$ cat src/rtl/tros_pkg.sv
// tros_pkg: shared definitions for the TROS measurement sequencer.
//   tros_state_e   FSM state encoding used by tros_meas_sequencer.
//   window_log2()  log2 of the gate window for a given base and window_sel.
//   timer_width()  down-counter width; holds W-1 for the largest window_sel.
package tros_pkg;

    typedef enum logic [2:0] {
        IDLE,
        CLEAR,
        GATE,
        SETTLE,
        LATCH
    } tros_state_e;

    // window_sel = 3 adds 6 to the base exponent.
    localparam int unsigned WINDOW_SEL_SPAN_LOG2 = 6;

    function automatic int unsigned window_log2(input int unsigned base_log2,
                                                input logic [1:0]  sel);
        return base_log2 + 2 * {30'd0, sel};
    endfunction

    function automatic int unsigned timer_width(input int unsigned base_log2);
        return base_log2 + WINDOW_SEL_SPAN_LOG2 + 1;
    endfunction

endpackage

$ cat src/rtl/tros_seq_timer.sv
// tros_seq_timer: loadable down-counter with zero flag, shared by the
// CLEAR, GATE and SETTLE phases of the sequencer.
// Ports:
//   clk, reset  clock and synchronous active-high reset (count -> 0)
//   ena         count/load enable; low holds the count
//   load        load load_val this cycle (takes priority over counting)
//   load_val    value to load
//   zero        count is zero; the counter stops there
module tros_seq_timer #(
    parameter int unsigned WIDTH = 11
) (
    input  logic             clk,
    input  logic             reset,
    input  logic             ena,
    input  logic             load,
    input  logic [WIDTH-1:0] load_val,
    output logic             zero
);

    logic [WIDTH-1:0] cnt;

    always_ff @(posedge clk) begin
        if (reset) begin
            cnt <= '0;
        end else if (ena) begin
            if (load) begin
                cnt <= load_val;
            end else if (cnt != '0) begin
                cnt <= cnt - 1'b1;
            end
        end
    end

    assign zero = (cnt == '0);

endmodule

$ cat src/rtl/tros_meas_sequencer.sv
// tros_meas_sequencer: sequences one ring-oscillator frequency measurement:
// clear counters, open a gate window of W = 2^(WINDOW_BASE_LOG2+2*window_sel)
// cycles, wait for the oscillator-side synchronizer to settle, then strobe
// the readout latch. Optionally loops back-to-back.
// Ports:
//   clk, reset   single clock, synchronous active-high reset
//   ena          global enable; low freezes all state and outputs
//   start        level request for a measurement (only seen in IDLE)
//   continuous   loop measurements back-to-back
//   abort        return to IDLE without completing
//   window_sel   window size select, captured on entry to CLEAR
//   ctr_reset    counter clear, gate counting window, latch readout strobe
//   busy         not IDLE; done pulses with latch
//   meas_count   completed measurements (wraps)
//   overrun      sticky start-while-busy flag
// Configuration: define TROS_SEQ_OVERRUN_EN to enable overrun; otherwise 0.
module tros_meas_sequencer
    import tros_pkg::*;
#(
    parameter int unsigned CLEAR_CYCLES     = 2,
    parameter int unsigned WINDOW_BASE_LOG2 = 10,
    parameter int unsigned SETTLE_CYCLES    = 4
) (
    input  logic        clk,
    input  logic        reset,
    input  logic        ena,
    input  logic        start,
    input  logic        continuous,
    input  logic        abort,
    input  logic [1:0]  window_sel,
    output logic        ctr_reset,
    output logic        gate,
    output logic        latch,
    output logic        busy,
    output logic        done,
    output logic [15:0] meas_count,
    output logic        overrun
);

    localparam int unsigned CW = timer_width(WINDOW_BASE_LOG2);

    localparam logic [CW-1:0] CLEAR_LAST  = CW'(CLEAR_CYCLES - 1);
    localparam logic [CW-1:0] SETTLE_LAST = CW'(SETTLE_CYCLES - 1);

    tros_state_e     state_q, state_d;
    logic [1:0]      sel_q, sel_d;
    logic            tmr_load;
    logic [CW-1:0]   tmr_val;
    logic            tmr_zero;
    logic [CW-1:0]   win_last;

    tros_seq_timer #(
        .WIDTH (CW)
    ) u_timer (
        .clk      (clk),
        .reset    (reset),
        .ena      (ena),
        .load     (tmr_load),
        .load_val (tmr_val),
        .zero     (tmr_zero)
    );

    // Each phase loads (length-1) on entry, so it lasts exactly its length
    // and the zero flag marks its final cycle.
    always_comb begin
        state_d  = state_q;
        sel_d    = sel_q;
        tmr_load = 1'b0;
        tmr_val  = '0;
        win_last = (CW'(1) << window_log2(WINDOW_BASE_LOG2, sel_q)) - CW'(1);

        if (state_q != IDLE && abort) begin
            state_d = IDLE;
        end else begin
            case (state_q)
                IDLE: begin
                    if (start && !abort) begin
                        state_d  = CLEAR;
                        sel_d    = window_sel;
                        tmr_load = 1'b1;
                        tmr_val  = CLEAR_LAST;
                    end
                end
                CLEAR: begin
                    if (tmr_zero) begin
                        state_d  = GATE;
                        tmr_load = 1'b1;
                        tmr_val  = win_last;
                    end
                end
                GATE: begin
                    if (tmr_zero) begin
                        state_d  = SETTLE;
                        tmr_load = 1'b1;
                        tmr_val  = SETTLE_LAST;
                    end
                end
                SETTLE: begin
                    if (tmr_zero) begin
                        state_d = LATCH;
                    end
                end
                LATCH: begin
                    if (continuous) begin
                        state_d  = CLEAR;
                        sel_d    = window_sel;
                        tmr_load = 1'b1;
                        tmr_val  = CLEAR_LAST;
                    end else begin
                        state_d = IDLE;
                    end
                end
                default: state_d = IDLE;
            endcase
        end
    end

    // Outputs are decoded from the next state and registered, so they
    // line up with the state register.
    always_ff @(posedge clk) begin
        if (reset) begin
            state_q    <= IDLE;
            sel_q      <= '0;
            ctr_reset  <= 1'b0;
            gate       <= 1'b0;
            latch      <= 1'b0;
            done       <= 1'b0;
            busy       <= 1'b0;
            meas_count <= '0;
        end else if (ena) begin
            state_q   <= state_d;
            sel_q     <= sel_d;
            ctr_reset <= (state_d == CLEAR);
            gate      <= (state_d == GATE);
            latch     <= (state_d == LATCH);
            done      <= (state_d == LATCH);
            busy      <= (state_d != IDLE);
            if (state_d == LATCH) begin
                meas_count <= meas_count + 16'd1;
            end
        end
    end

`ifdef TROS_SEQ_OVERRUN_EN
    always_ff @(posedge clk) begin
        if (reset) begin
            overrun <= 1'b0;
        end else if (ena && start && state_q != IDLE) begin
            overrun <= 1'b1;
        end
    end
`else
    assign overrun = 1'b0;
`endif

endmodule

$ cat config.mk
export PLATFORM = sky130hd
export DESIGN_NAME = tros_meas_sequencer
export DESIGN_NICKNAME = d
export VERILOG_FILES = /design/src/rtl/tros_pkg.sv /design/src/rtl/tros_seq_timer.sv /design/src/rtl/tros_meas_sequencer.sv
export SDC_FILE = /design/constraint.sdc
export NUM_CORES = 1
export LEC_CHECK = 0
export CAP_MARGIN = 0
export CORE_MARGIN = 2
export CORE_UTILIZATION = 60
export DETAILED_ROUTE_END_ITERATION = 16
export HOLD_SLACK_MARGIN = 0.12
export PLACE_DENSITY_LB_ADDON = 0.1
export SLEW_MARGIN = 20
export SYNTH_ARGS = -nofsm -noshare
export SYNTH_HDL_FRONTEND = slang
export SYNTH_HIERARCHICAL = 1
export SYNTH_SLANG_ARGS = --single-unit
$ cat constraint.sdc
create_clock -name clk -period 5.55 [get_ports clk]
set_input_delay 1.11 -clock clk [delete_from_list [all_inputs] [get_ports clk]]
set_output_delay 1.11 -clock clk [all_outputs]
set_load 0.02 [all_outputs]
== Word level (Yosys, flattened, before mapping) ==
Index checks and enable logic that the tools add are counted.

* Add/subtract/negate cells: 4
* Equality and inequality tests: 9
* Shifts and indexed selects: 1
* Multiplexer cells: 23
* Bitwise operators: 1
* Reduce and logical (&&, ||, !) cells: 14

{| class="wikitable"
|+ Operator list
! operator !! count
|-
| 2-to-1 mux 17 bit || 4
|-
| one-hot mux 17 bit (4 select lines) || 1
|-
| zero test 17 bit || 1
|-
| nonzero test 17 bit || 1
|-
| << shifter 1 x 5 -> 17 bit, first input constant || 1
|-
| subtractor 17 x 1 -> 17 bit, second input constant || 1
|-
| subtractor 17 x 2 -> 17 bit, second input constant || 1
|-
| adder 16 x 1 -> 16 bit, second input constant || 1
|-
| 2-to-1 mux 3 bit || 5
|-
| one-hot mux 3 bit (5 select lines) || 1
|-
| equality test 3 x 2 -> 1 bit, second input constant || 3
|-
| 2-to-1 mux 1 bit || 7
|-
| equality test 3 x 1 -> 1 bit, second input constant || 2
|-
| equality test 3 bit, second input constant || 2
|-
| 2-to-1 mux 2 bit || 3
|-
| nonzero test 3 bit || 2
|-
| adder 4 x 3 -> 5 bit, first input constant || 1
|-
| AND reduction 5 bit || 1
|-
| inequality test 2 bit, second input constant || 2
|-
| one-hot mux 2 bit (2 select lines) || 1
|-
| AND reduction 2 bit || 2
|-
| nonzero test 2 bit || 2
|-
| zero test 3 bit || 1
|-
| one-hot mux 1 bit (3 select lines) || 1
|-
| 4 further kinds || 5
|}

* Bits in registers: 42
* Output and inout port bits: 22

== Longest topological paths before layout ==
* Depth in word-level cells: 7
* Mapped depth: 16

== Hierarchy ==
The synthesis kept the hierarchy.

{| class="wikitable"
|+ By module, submodules not included
! module !! instances !! cells each !! area each (um2)
|-
| tros_meas_sequencer || 1 || 168 || 1378.8
|-
| tros_seq_timer || 1 || 149 || 1106.1
|}

== Worst setup path before layout ==
No wires, ideal clock.

* Path kind: reg-to-reg
* Start point: register u_timer.cnt[0]
* End point: register u_timer.cnt[13]
* Arrival: 3.147 ns
* Required time: 5.415 ns
* Setup slack: 2.268 ns
* Stages on the path, launching flop included: 17
* Path buffers: 4
* Period minus slack after synthesis: 3.282 ns
* Path through: dfxtp_1 inv_1 ha_1 or4b_1 buf_2 or3_4 nor2_1 buf_6 a21oi_1 o21ai_0 a21o_1 clkbuf_1 clkbuf_1 inv_1 o21a_1 o21ai_0 a21oi_1

* Word-level cells in the longest chain between the ends: 6
* Elaborated cells on any way between the ends: 13

{| class="wikitable"
|+ Ends and longest elaborated chain
! item !! line !! text
|-
| start: declaration || tros_seq_timer.sv:20 || <nowiki>logic [WIDTH-1:0] cnt;</nowiki>
|-
| start signal: assignment || tros_seq_timer.sv:27 || <nowiki>cnt <= load_val;</nowiki>
|-
| start signal: assignment || tros_seq_timer.sv:29 || <nowiki>cnt <= cnt - 1'b1;</nowiki>
|-
| zero test 17 bit (*) || tros_seq_timer.sv:34 || <nowiki>assign zero = (cnt == '0);</nowiki>
|-
| via tmr_zero || tros_meas_sequencer.sv:49 || <nowiki>logic tmr_zero;</nowiki>
|-
| 2-to-1 mux 1 bit (*) || tros_meas_sequencer.sv:85, tros_meas_sequencer.sv:92 ||
|-
| one-hot mux 1 bit (3 select lines) (*) || tros_meas_sequencer.sv:75 || <nowiki>case (state_q)</nowiki>
|-
| 2-to-1 mux 1 bit (*) || tros_meas_sequencer.sv:72 || <nowiki>if (state_q != IDLE && abort) begin</nowiki>
|-
| via tmr_load || tros_meas_sequencer.sv:47 || <nowiki>logic tmr_load;</nowiki>
|-
| nonzero test 2 bit (no source line) || -- ||
|-
| AND reduction 2 bit (no source line) || -- ||
|}

Mark *: on every way through the listed nets, which the timed path passes. The rest lies on a longest branch. The select of a mux whose other input is x is not followed.
A chain may end at the register's enable or synchronous reset.

== Worst setup path in the final report ==
* Start point: register u_timer.cnt[0]
* End point: register u_timer.cnt[4]

Same word-level chain as after synthesis.

==> impl_results.md <==
* Synth Instances at roughly 320
* CP cell instances: inv_1 > ha_1 > or4b_1 > or3_4 > nor2_1 > a21oi_1 > o21ai_0 > a21o_1 > buf_4 > o21ai_0 > a32oi_1 > a21oi_1
* First-pass GRT wire length at 8700 um
* CP Data Required Time at roughly 5.7 ns
* Cell with the most instances after synthesis: dfxtp_1
* RSZ-0062 raised after global routing: false
* Status: finished, final reports clean
* Number of global-route vias before repair at between 1500 and 2000
* Hold buffer count at CTS at 0
* Initial Util at 0.621
* CTS Buffer Depth at 2
* Slew HR at 0.492
* Startpoint Class: flip-flop
* Detailed Route WL at 5200 um
* Critical path arrival at 4.07 ns
* TritonRoute pass-1 iters at 4
* Synth area leader: dfxtp_1
* Total number of vias at 2254
* Final Non-Filler Cells at 380
* Setup violators final at 0
* Crit share post-route at 0.703
* Crit path largest cell delay at about 0.63 ns
* Final Max Tran Viols at 0
* Worst min path class: reg2reg
* R2R Path Start: u_timer/cnt[0]$_SDFFE_PP0P_
* H-tree Lvls at 2
* Post-synthesis sequential area ratio at 0.338
* Number of cells after detailed placement at ~370
* Cts repair resizes at 0
* Dpl hpwl at between 3000 and 4000 um
* Root Buffer: clkbuf_8
* Die span in x at roughly 68 um
* Post-synth EDFFs at 0
* Synthesis-stage register bit count at 42
* Fin crit period at between 3 and 4 ns
* Leakage power at slightly above 1 nW
* Max-cap viol count at 0
* Num Clock Sinks at 42
* DIE HEIGHT at 68.4 um
* Slowest library cell on the worst path: or4b_1
* Top post-synthesis cells by area: dfxtp_1 34%, a21oi_1 5.8%, nor2_1 5.0%
* Crit path from: u_timer/cnt[0]$_SDFFE_PP0P_
* Buf/Inv on CP at 2
* CTS clk-pin slew, worst paths at around 0.07 ns
* Cell variety after synth at 60
* GR Util All Layers at 0.246
* Clk Latency, worst-skew pair at around 0.29 ns
* Die Footprint at between 4000 and 5000 um^2
* Fin Clk Skew at 0.00544 ns
* IO Port Bufs at 28
* Tot Pwr at between 1 and 1.5 mW
* Placement Rows at 23
* Peak supply drop at ~0.00024 V
* Endpoints failing hold at 0
* Initial antenna violation count at 0
* Synth-to-Final Area Change at 12.4%
* Synth Flop Type: dfxtp_1
* DRC at 0
* ANT nets after route at 0
* Core area at 4000 um^2
* Fillers at roughly 350
* Crit path capture type: flip-flop
* Via-per-instance ratio at between 5 and 6
* CTS tree: done
* Mapped cell area at about 2500 um^2
* Crit path max-delay family: simple AND/OR/NAND/NOR gates
* Setup_tns at 0 ns
* Drt first-iter violations at 131
* Post-synth top cells: 42 x dfxtp_1, 33 x nor2_1, 30 x nand2_1
* HP Start: ctr_reset$_SDFFE_PP0P_
* Layout cells sized above 1 at 0.0636
* Postcts setup bufs at 0
* Gp weighted congestion at 0.867
* Worst slew pin tran at roughly 0.76 ns
* Synth top area share at 0.338
* Clock buffer count from CTS at 5
* Layout Nets at 341
* P per Cell Area at 443 nW/um^2
* DR WL/cell at between 10 and 15 um
* Synthesized area per cell at between 7 and 8 um^2
* Pin count of the biggest net entering global routing at 43
* CP Max Fanout at 27
* Diode count at 0
* Io pins at 30
* Syn. warnings at 6
* Crit path kind: reg2reg
* FMAX at around 260 MHz
* Asr flop ratio synth at 0
* Grt ovf at 0
[path summary, 6_finish.rpt]
| check | to | slack [ns] | cells after the start |
|---|---|---|---|
| setup reg to reg | u_timer/cnt[4]$_SDFFE_PP0P_ | 1.65 | 12 |
| hold reg to reg | ctr_reset$_SDFFE_PP0P_ | 0.47 | 2 |
| hold / removal | ctr_reset$_SDFFE_PP0P_ | 0.47 | 2 |
| setup / recovery | u_timer/cnt[4]$_SDFFE_PP0P_ | 1.65 | 12 |
[routing by layer]
metal / vias to the layer above / routed length (um) / track usage
li1: 1166 / - / -
met1: 1043 / 2500 / 0.317
met2: 40 / 2420 / 0.407
met3: 5 / 214 / 0.0543
met4: 0 / 64 / 0.0775
met5: - / 0 / 0
[worst reg2reg max path: stages, from the launching register on]
cell	delay (ns)
dfxtp_1	0.33
inv_1	0.08
ha_1	0.19
or4b_1	0.63
or3_4	0.42
nor2_1	0.50
a21oi_1	0.14
o21ai_0	0.23
a21o_1	0.49
buf_4	0.36
o21ai_0	0.13
a32oi_1	0.21
a21oi_1	0.10
[through the flow]
| step | hold slack, ns | instance area, um^2 | setup WS, ns | utilization |
|---|---|---|---|---|
| 2_1_floorplan | 0.439 | 2490 | 2.27 | - |
| 3_3_place_gp | 0.452 | 2720 | 1.79 | 0.679 |
| 3_5_place_dp | 0.460 | 2720 | 1.69 | 0.679 |
| 4_1_cts | 0.474 | 2790 | 1.68 | 0.698 |
| 5_1_grt | 0.513 | 2790 | 1.26 | 0.698 |
| 6_report | 0.473 | 2790 | 1.65 | 0.698 |
[layout make-up]
type	instances	area, um^2	area share
Multi-Input combinational cell	245	1500	0.535
Sequential cell	42	841	0.301
Timing Repair Buffer	30	295	0.106
Clock buffer	7	76.3	0.0273
Tap cell	50	62.6	0.0224
Inverter	6	22.5	0.00806
[cells in the final DEF, fill, tap and decap left out, types with 4 or more instances in the layout]
| master | instances |
|---|---|
| dfxtp_1 | 42 |
| nor2_1 | 33 |
| nand2_1 | 30 |
| a21oi_1 | 29 |
| clkdlybuf4s50_1 | 28 |
| o21ai_0 | 17 |
| nand3_1 | 9 |
| xor2_1 | 8 |
| nor3_1 | 7 |
| and2_1 | 6 |
| nand2b_1 | 6 |
| or3_1 | 6 |
| nor4_1 | 6 |
| inv_1 | 6 |
| and3_1 | 5 |
| clkbuf_8 | 5 |
| mux2i_1 | 4 |
| a31oi_1 | 4 |
| o31ai_1 | 4 |
| conb_1 | 4 |
| o41ai_1 | 4 |
[sequential cells by signal, summed over array words and instances, names as in the netlist]
register	cells
u_timer/cnt	17
meas_count	16
state_q	3
sel_q	2
busy	1
ctr_reset	1
done	1
gate	1
[cells by family (layout without fill, tap and decap cells)]
logic type               count (synthesis)  after routing  synth area share
multiplexers                             4              4            0.0161
AO/OA/AOI/OAI                           84             84             0.218
adder cells (fa/ha/maj)                  3              3            0.0151
other                                    2              4           0.00302
buffers and inverters                   32             43            0.0629
XOR/XNOR                                11             11            0.0388
flip-flops                              42             42             0.338
AND/OR/NAND/NOR                        139            139             0.308
[report_power, final]
| part | total [mW] | leakage [nW] | switching, mW | internal [mW] |
|---|---|---|---|---|
| clock network | 0.186 | 0.0383 | 0.0989 | 0.0866 |
| logic | 0.637 | 0.638 | 0.385 | 0.252 |
| registers | 0.415 | 0.341 | 0.0590 | 0.356 |
(Power assumes the default switching activity.)
